===== config.mk =====
export PLATFORM = sky130hd
export DESIGN_NAME = lsu
export DESIGN_NICKNAME = d
export VERILOG_FILES = /design/src/rtl/lsu.sv
export SDC_FILE = /design/constraint.sdc
export NUM_CORES = 1
export LEC_CHECK = 0
export ABC_AREA = 1
export BUFFER_PORTS_ARGS = -buffer_cell sky130_fd_sc_hd__buf_2
export CAP_MARGIN = 40
export CORE_ASPECT_RATIO = 0.5
export CORE_UTILIZATION = 45
export CTS_CLUSTER_DIAMETER = 60
export DETAILED_ROUTE_END_ITERATION = 8
export PLACE_DENSITY = 0.74
export SKIP_CTS_REPAIR_TIMING = 1
export SLEW_MARGIN = 20
export SYNTH_ARGS = -nofsm -noshare
export SYNTH_HDL_FRONTEND = slang
export SYNTH_SLANG_ARGS = --single-unit

===== constraint.sdc =====
create_clock -name clk -period 3.4 [get_ports clk]
set_input_delay 0.51 -clock clk [delete_from_list [all_inputs] [get_ports clk]]
set_output_delay 0.51 -clock clk [all_outputs]
set_load 0.05 [all_outputs]

===== src/rtl/lsu.sv =====
// Load/store unit: one outstanding word-bus access per instruction,
// with sub-word store lane steering, load extension, misalign and timeout.
module lsu #(
  parameter int TIMEOUT = 255
) (
  input  logic        clk,
  input  logic        reset,
  input  logic        d_wr_en,
  input  logic [2:0]  store_type,
  input  logic [2:0]  load_type,
  input  logic [31:0] addr,
  input  logic [31:0] wdata,
  output logic [31:0] rdata_ext,
  output logic        stall,
  output logic        misalign,
  output logic        bus_err,
  output logic        bus_req,
  output logic        bus_we,
  output logic [31:0] bus_addr,
  output logic [3:0]  bus_be,
  output logic [31:0] bus_wdata,
  input  logic        bus_ready,
  input  logic [31:0] bus_rdata
);

  localparam int CW = $clog2(TIMEOUT + 1);
  localparam logic [CW-1:0] WAIT_LAST = CW'(TIMEOUT - 1);

  localparam logic [1:0] S_IDLE = 2'b00;
  localparam logic [1:0] S_REQ  = 2'b01;
  localparam logic [1:0] S_DONE = 2'b10;

  localparam logic [2:0] LT_LB  = 3'b001;
  localparam logic [2:0] LT_LH  = 3'b010;
  localparam logic [2:0] LT_LW  = 3'b011;
  localparam logic [2:0] LT_LBU = 3'b100;
  localparam logic [2:0] LT_LHU = 3'b101;

  logic [1:0]    state_q, state_d;
  logic [31:0]   addr_q, addr_d;
  logic          we_q, we_d;
  logic [3:0]    be_q, be_d;
  logic [31:0]   wdata_q, wdata_d;
  logic [2:0]    ltype_q, ltype_d;
  logic [1:0]    off_q, off_d;
  logic [CW-1:0] wait_q, wait_d;
  logic [31:0]   rdata_q, rdata_d;
  logic          err_q, err_d;

  logic is_sb, is_sh, is_sw;
  logic store_v, load_v, pending, mis, go;
  logic [3:0]  st_be;
  logic [31:0] st_wd;
  logic [7:0]  ld_b;
  logic [15:0] ld_h;

  assign is_sb   = store_type == 3'b001;
  assign is_sh   = store_type == 3'b010;
  assign is_sw   = store_type == 3'b100;
  assign store_v = d_wr_en & (is_sb | is_sh | is_sw);
  assign load_v  = ~store_v & (load_type != 3'b000);
  assign pending = store_v | load_v;

  // a store shadows any simultaneous load, including its alignment check
  always_comb begin
    mis = 1'b0;
    if (store_v)
      mis = (is_sh & addr[0]) | (is_sw & (addr[1:0] != 2'b00));
    else if (load_v)
      mis = (((load_type == LT_LH) | (load_type == LT_LHU)) & addr[0])
          | ((load_type == LT_LW) & (addr[1:0] != 2'b00));
  end

  assign go       = (state_q == S_IDLE) & pending & ~mis;
  assign misalign = (state_q == S_IDLE) & pending & mis;
  assign stall    = go | (state_q == S_REQ);
  assign bus_req  = state_q == S_REQ;
  assign bus_err  = (state_q == S_DONE) & err_q;

  always_comb begin
    st_be = 4'b1111;
    st_wd = wdata;
    unique case (1'b1)
      is_sb: begin
        st_be = 4'b0001 << addr[1:0];
        st_wd = {4{wdata[7:0]}};
      end
      is_sh: begin
        st_be = 4'b0011 << {addr[1], 1'b0};
        st_wd = {2{wdata[15:0]}};
      end
      default: ;
    endcase
  end

  always_comb begin
    state_d = state_q;
    addr_d  = addr_q;
    we_d    = we_q;
    be_d    = be_q;
    wdata_d = wdata_q;
    ltype_d = ltype_q;
    off_d   = off_q;
    wait_d  = wait_q;
    rdata_d = rdata_q;
    err_d   = err_q;
    case (state_q)
      S_IDLE: if (go) begin
        state_d = S_REQ;
        addr_d  = {addr[31:2], 2'b00};
        we_d    = store_v;
        be_d    = store_v ? st_be : 4'b1111;
        wdata_d = store_v ? st_wd : 32'h0;
        ltype_d = store_v ? 3'b000 : load_type;
        off_d   = addr[1:0];
        wait_d  = '0;
        rdata_d = 32'h0;
        err_d   = 1'b0;
      end
      S_REQ: if (bus_ready) begin
        rdata_d = bus_rdata;
        state_d = S_DONE;
      end else begin
        wait_d = wait_q + 1'b1;
        if (wait_q == WAIT_LAST) begin
          state_d = S_DONE;
          err_d   = 1'b1;
        end
      end
      default: state_d = S_IDLE;
    endcase
  end

  always_ff @(posedge clk) begin
    if (reset) begin
      state_q <= S_IDLE;
      addr_q  <= 32'h0;
      we_q    <= 1'b0;
      be_q    <= 4'b0000;
      wdata_q <= 32'h0;
      ltype_q <= 3'b000;
      off_q   <= 2'b00;
      wait_q  <= '0;
      rdata_q <= 32'h0;
      err_q   <= 1'b0;
    end else begin
      state_q <= state_d;
      addr_q  <= addr_d;
      we_q    <= we_d;
      be_q    <= be_d;
      wdata_q <= wdata_d;
      ltype_q <= ltype_d;
      off_q   <= off_d;
      wait_q  <= wait_d;
      rdata_q <= rdata_d;
      err_q   <= err_d;
    end
  end

  assign bus_addr  = addr_q;
  assign bus_we    = we_q;
  assign bus_be    = be_q;
  assign bus_wdata = wdata_q;

  assign ld_b = rdata_q[{off_q, 3'b000} +: 8];
  assign ld_h = off_q[1] ? rdata_q[31:16] : rdata_q[15:0];

  always_comb begin
    rdata_ext = 32'h0;
    if ((state_q == S_DONE) & ~we_q & ~err_q) begin
      case (ltype_q)
        LT_LB:   rdata_ext = {{24{ld_b[7]}}, ld_b};
        LT_LBU:  rdata_ext = {24'h0, ld_b};
        LT_LH:   rdata_ext = {{16{ld_h[15]}}, ld_h};
        LT_LHU:  rdata_ext = {16'h0, ld_h};
        default: rdata_ext = rdata_q;
      endcase
    end
  end

endmodule


## Word level (Yosys, flattened, before mapping)

Cells that the tools add are included.

- Register bits after elaboration: 115
- Bits of input ports: 106
- Output and inout bits: 105
- Logic and storage cells: 88

- $add $sub $neg: 1
- Equal/unequal tests: 18
- Shift-type cells: 3
- Muxes and demuxes: 24
- Bitwise gates (word level): 23
- Reductions and logical operators: 9

Operators with widths:

| operator | count |
|---|---|
| 32-bit two-way mux | 4 |
| 32-bit one-hot mux with 2 select lines | 2 |
| 32-bit one-hot mux with 4 select lines | 1 |
| 32-bit by 6-bit indexed part select with 8-bit output | 1 |
| 16-bit two-way mux | 1 |
| 8-bit two-way mux | 2 |
| 8-bit one-hot mux with 2 select lines | 1 |
| 1-bit bitwise AND | 12 |
| 3-bit by 2-bit equality test with 1-bit output (second input constant) | 4 |
| 3-bit equality test (second input constant) | 4 |
| 8-bit by 1-bit adder with 8-bit output (second input constant) | 1 |
| 8-bit equality test (second input constant) | 1 |
| 4-bit one-hot mux with 2 select lines | 1 |
| 1-bit OR | 7 |
| 3-bit by 1-bit equality test with 1-bit output (second input constant) | 2 |
| 2-bit two-way mux | 3 |
| 3-bit AND reduction | 2 |
| 1-bit two-way mux | 5 |
| 4-bit two-way mux | 1 |
| 2-bit by 1-bit inequality test with 1-bit output (second input constant) | 2 |
| 2-bit inequality test (second input constant) | 2 |
| 1-bit inverter | 4 |
| 2-bit one-hot mux with 2 select lines | 1 |
| 2-bit AND reduction | 2 |
| other kinds (11) | 12 |

## Depth between registers and ports, before layout

- Depth in word-level cells: 12
- Mapped depth: 13

## Worst setup path before layout

Ideal clock, no wire load.

- Kind: flip-flop to output port
- Start: register we_q, in the netlist bus_we
- End: output port rdata_ext[5]
- Data arrival time: 2.090 ns
- Path slack: 0.800 ns
- Stages on the path, launching flop included: 5
- Buffers on the path: 1
- Cells stage by stage: dfxtp_1 -> nor3_1 -> clkbuf_1 -> o21ai_0 -> nor2_1

- Word-level cells in the longest chain between the ends: 4

Ends and longest elaborated chain:

| what | RTL line | RTL |
|---|---|---|
| from (decl) | 41 | `logic we_q, we_d;` |
| from (signal assigned) | 149 | `we_q <= we_d;` |
| 1-bit inverter | 170 | `if ((state_q == S_DONE) & ~we_q & ~err_q) begin` |
| 1-bit bitwise AND (2 in series) | 170 |  |
| 32-bit two-way mux | 170 |  |
| to (decl) | 13 | `output logic [31:0] rdata_ext,` |

Every way passes these cells.

## Worst setup path after layout

- Start: register ltype_q[2]
- End: output port rdata_ext[2]

- Word-level cells in the longest chain between the ends: 3
- Elaborated cells between the ends (all ways): 6
- Classes of those cells: eq/ne (4); mux (2)

Ends and longest elaborated chain:

| what | RTL line | RTL |
|---|---|---|
| from (decl) | 44 | `logic [2:0] ltype_q, ltype_d;` |
| from (signal assigned) | 152 | `ltype_q <= ltype_d;` |
| 3-bit equality test, or another cell as far along | 171 | `case (ltype_q)` |
| 32-bit one-hot mux with 4 select lines * | 171 |  |
| 32-bit two-way mux * | 170 |  |

Mark *: on every way between the ends. The rest lies on a longest branch, timed or not.

==> impl_metrics.yaml <==
floorplan:
  ioPinCount: 211
  die_h_um: 80.6
  die_x_um: 159
  row_count: 28
  core-area_um2: 11900
  initial_utilization: 0.467
  fp.dieArea_um2: 12800
global_route:
  antenna_found_initial: 0
  grt_max_degree: 55
  grt_pass1_wl_um: 25700
  grt_usage: 0.250
  grt_pass1_vias: 5345
  gr-total-overflow: 0
logic_synthesis:
  synth_cell_type_count: 35
  synth_most_common_cell: "nand2_1"
  synth_top_area_share: 0.414
  synth.avg_cell_area_um2: 6.67
  yosys_warnings: 0
  yosysTopAreaCell: "dfxtp_1"
  synth_top_family_by_area: "simple AND/OR/NAND/NOR gates"
  synth_area_um2: 5560
  synth_simple_gate_area_frac: 0.310
  synthCells: 834
  synth_common_cells: "204 x nand2_1, 126 x nor2_1, 115 x dfxtp_1"
  ys_ff_latch: 115
  async_flop_share: 0
  synth-xor-area-share: 0.00158
  yosys-top-cells-area: "dfxtp_1 41%, nand2_1 14%, o21ai_0 9.3%"
  synthAdderAreaFrac: 0.00450
  ys_seq_area_frac: 0.414
  synth_ff_type: "dfxtp_1"
  synth_edf_count: 0
  synth-compound-area-share: 0.180
  synth.area.mux_share: 0
setup_path:
  rr_worst_depth: 9
  reg2reg_setup_slack_ns: 1.37
  crit_arrival_ns: 2.69
  critical_path.startpoint_type: "register"
  cp.required_ns: 2.89
  crit_fanout: 19
  critPathKind: "register to output pin"
  r2r-start: "state_q[0]"
  critPathLaunch: "ltype_q[2]"
  end_kind: "output pin"
clock_network:
  cts_tree: "yes"
  insertion_delay_ns: 0.42
  ctsHtreeMaxLevel: 4
  numCtsBuffers: 17
  cts_buffer_depth: 2
  clkSinkCount: 115
  clkSlewWorstSetupHoldPaths_ns: 0.06
  root_buffer: "clkbuf_16"
timing:
  maxSlewHeadroom: 0.462
  setup-tns-final_ns: 0
  fmax_mhz: 313
  finalCriticalPeriod_ns: 3.20
  fin_crit_sh: 0.941
  finalSetupViolCount: 0
  whs_ns: 0.336
  worst_slew_pin_slew_ns: 0.805
  rsz0062_at_grt: "false"
  finClkSkew_ns: 0.0111
  hold_viol_final: 0
  report.final.slew_viol_count: 0
finish:
  stdcell_area_um2: 7300
  drive_gt1_frac: 0.264
  diodes: 0
  synthToLayoutAreaGrowth_pct: 31.3
  num-nets-final: 1133
  layoutNonFillerInstCount: 1203
flow_run:
  cap_violations: 0
hold_path:
  whs_path_depth: 3
  holdCritStartpoint: "addr[4]"
  hold_path.class: "primary input to register"
power:
  power_density_nw_per_um2: 668
  ir_worst_vdd_mv: 0.314
  p_comb_frac: 0.286
  pwr-share-clk: 0.387
  swShare: 0.369
  power.switching_mw: 1.80
  p_seq_frac: 0.327
  p_leak_nw: 3.59
  internal-power_mw: 3.07
  finalPower_mw: 4.88
outcome:
  status: "completed"
route:
  wl_per_cell_um: 13.3
  first_pass_iters: 6
  routed_wl_um: 16100
  drt_iter0_drc: 533
  vias_per_cell: 5.05
  post-route-drc-count: 0
  postRouteAntennaNets: 0
  vias: 6077
place:
  port_buffers: 208
  hpwl_um: 11200
  dpl.cell_count: 1170
  place_congestion: 0.852
  dpl_cell_area_um2: 6660
-- final timing paths --
path	endpoint
worst max-delay path	rdata_ext[2]
worst min-delay path	bus_addr[4]
worst max register to register	rdata_q[9]
worst min register to register	bus_wdata[31]
-- placed cells by master (no fill, tap or decap), types with 2 or more instances in the layout --
master      netlist  routed
o21ai_0         103     103
inv_1            61      60
clkinvlp_4        0       5
nor2_2            2       2
nor3b_1           2       2
clkbuf_16         0      17
clkbuf_8          0       2
buf_4             3      10
nor2_1          126     126
buf_2            12     208
a21oi_1          31      31
o21ai_1          23      23
inv_6             0       3
inv_2             6       6
a211oi_1          7       7
nand2_1         204     204
nand3_1          39      39
nor3_1           17      17
nand2_2           6       6
dfxtp_1         115     115
o22ai_1           2       2
conb_1            1       2
bufinv_16         0       3
o211ai_1         18      18
clkinv_4          0       4
nand3_2           2       2
ha_1              2       2
nand3b_1          8       8
-- cell type report --
cell class / instances / area, um^2
Clock buffer: 19 / 453
Clock inverter: 13 / 174
Fill cell: 1132 / 4610
Inverter: 68 / 259
Multi-Input combinational cell: 603 / 2770
Sequential cell: 115 / 2300
Tap cell: 165 / 206
Timing Repair Buffer: 219 / 1130
Timing Repair inverter: 1 / 7.51
-- worst max-delay path: stages, from the launching register on --
cell	delay, ns
dfxtp_1	0.35
inv_1	0.08
nor3_1	0.39
nor2_4	0.13
nand2_2	0.35
clkinvlp_4	0.37
a211oi_1	0.29
nor2_1	0.10
buf_2	0.22
-- cell families (layout without fill, tap and decap cells) --
group / after synthesis / in the layout
buffers and inverters: 117 / 320
adder cells (fa/ha/maj): 2 / 2
flip-flops: 115 / 115
other: 1 / 2
AND/OR/NAND/NOR: 412 / 412
XOR/XNOR: 1 / 1
AO/OA/AOI/OAI: 186 / 186
-- through the flow --
stage / util / setup WS [ns]
finish: 0.613 / 0.201
floorplan: - / 0.800
global placement: 0.558 / 0.703
global route: 0.613 / 0.0358
CTS: 0.612 / 0.193
detailed placement: 0.559 / 0.657
-- power by group through the flow --
stage	logic [mW]	clock network, mW	registers, mW
global placement	1.37	0	1.62
floorplan	0.784	0	1.89
finish	1.39	1.89	1.60
global route	1.53	1.97	1.61
CTS	1.39	1.90	1.60
detailed placement	1.38	0	1.62
-- flip-flops by register name, indices dropped and copies added (netlist names) --
name and flops:
bus_wdata 32, rdata_q 32, bus_addr 30, wait_q 8, bus_be 4, ltype_q 3
off_q 2, state_q 2, bus_we 1, err_q 1
-- layer usage --
layer | GRT usage | routed length [um]
met1 | 0.312 | 7250
met2 | 0.422 | 7460
met3 | 0.0651 | 1140
met5 | 0 | 0
met4 | 0.0856 | 205
Note: power is estimated with default switching activity, not from simulation.
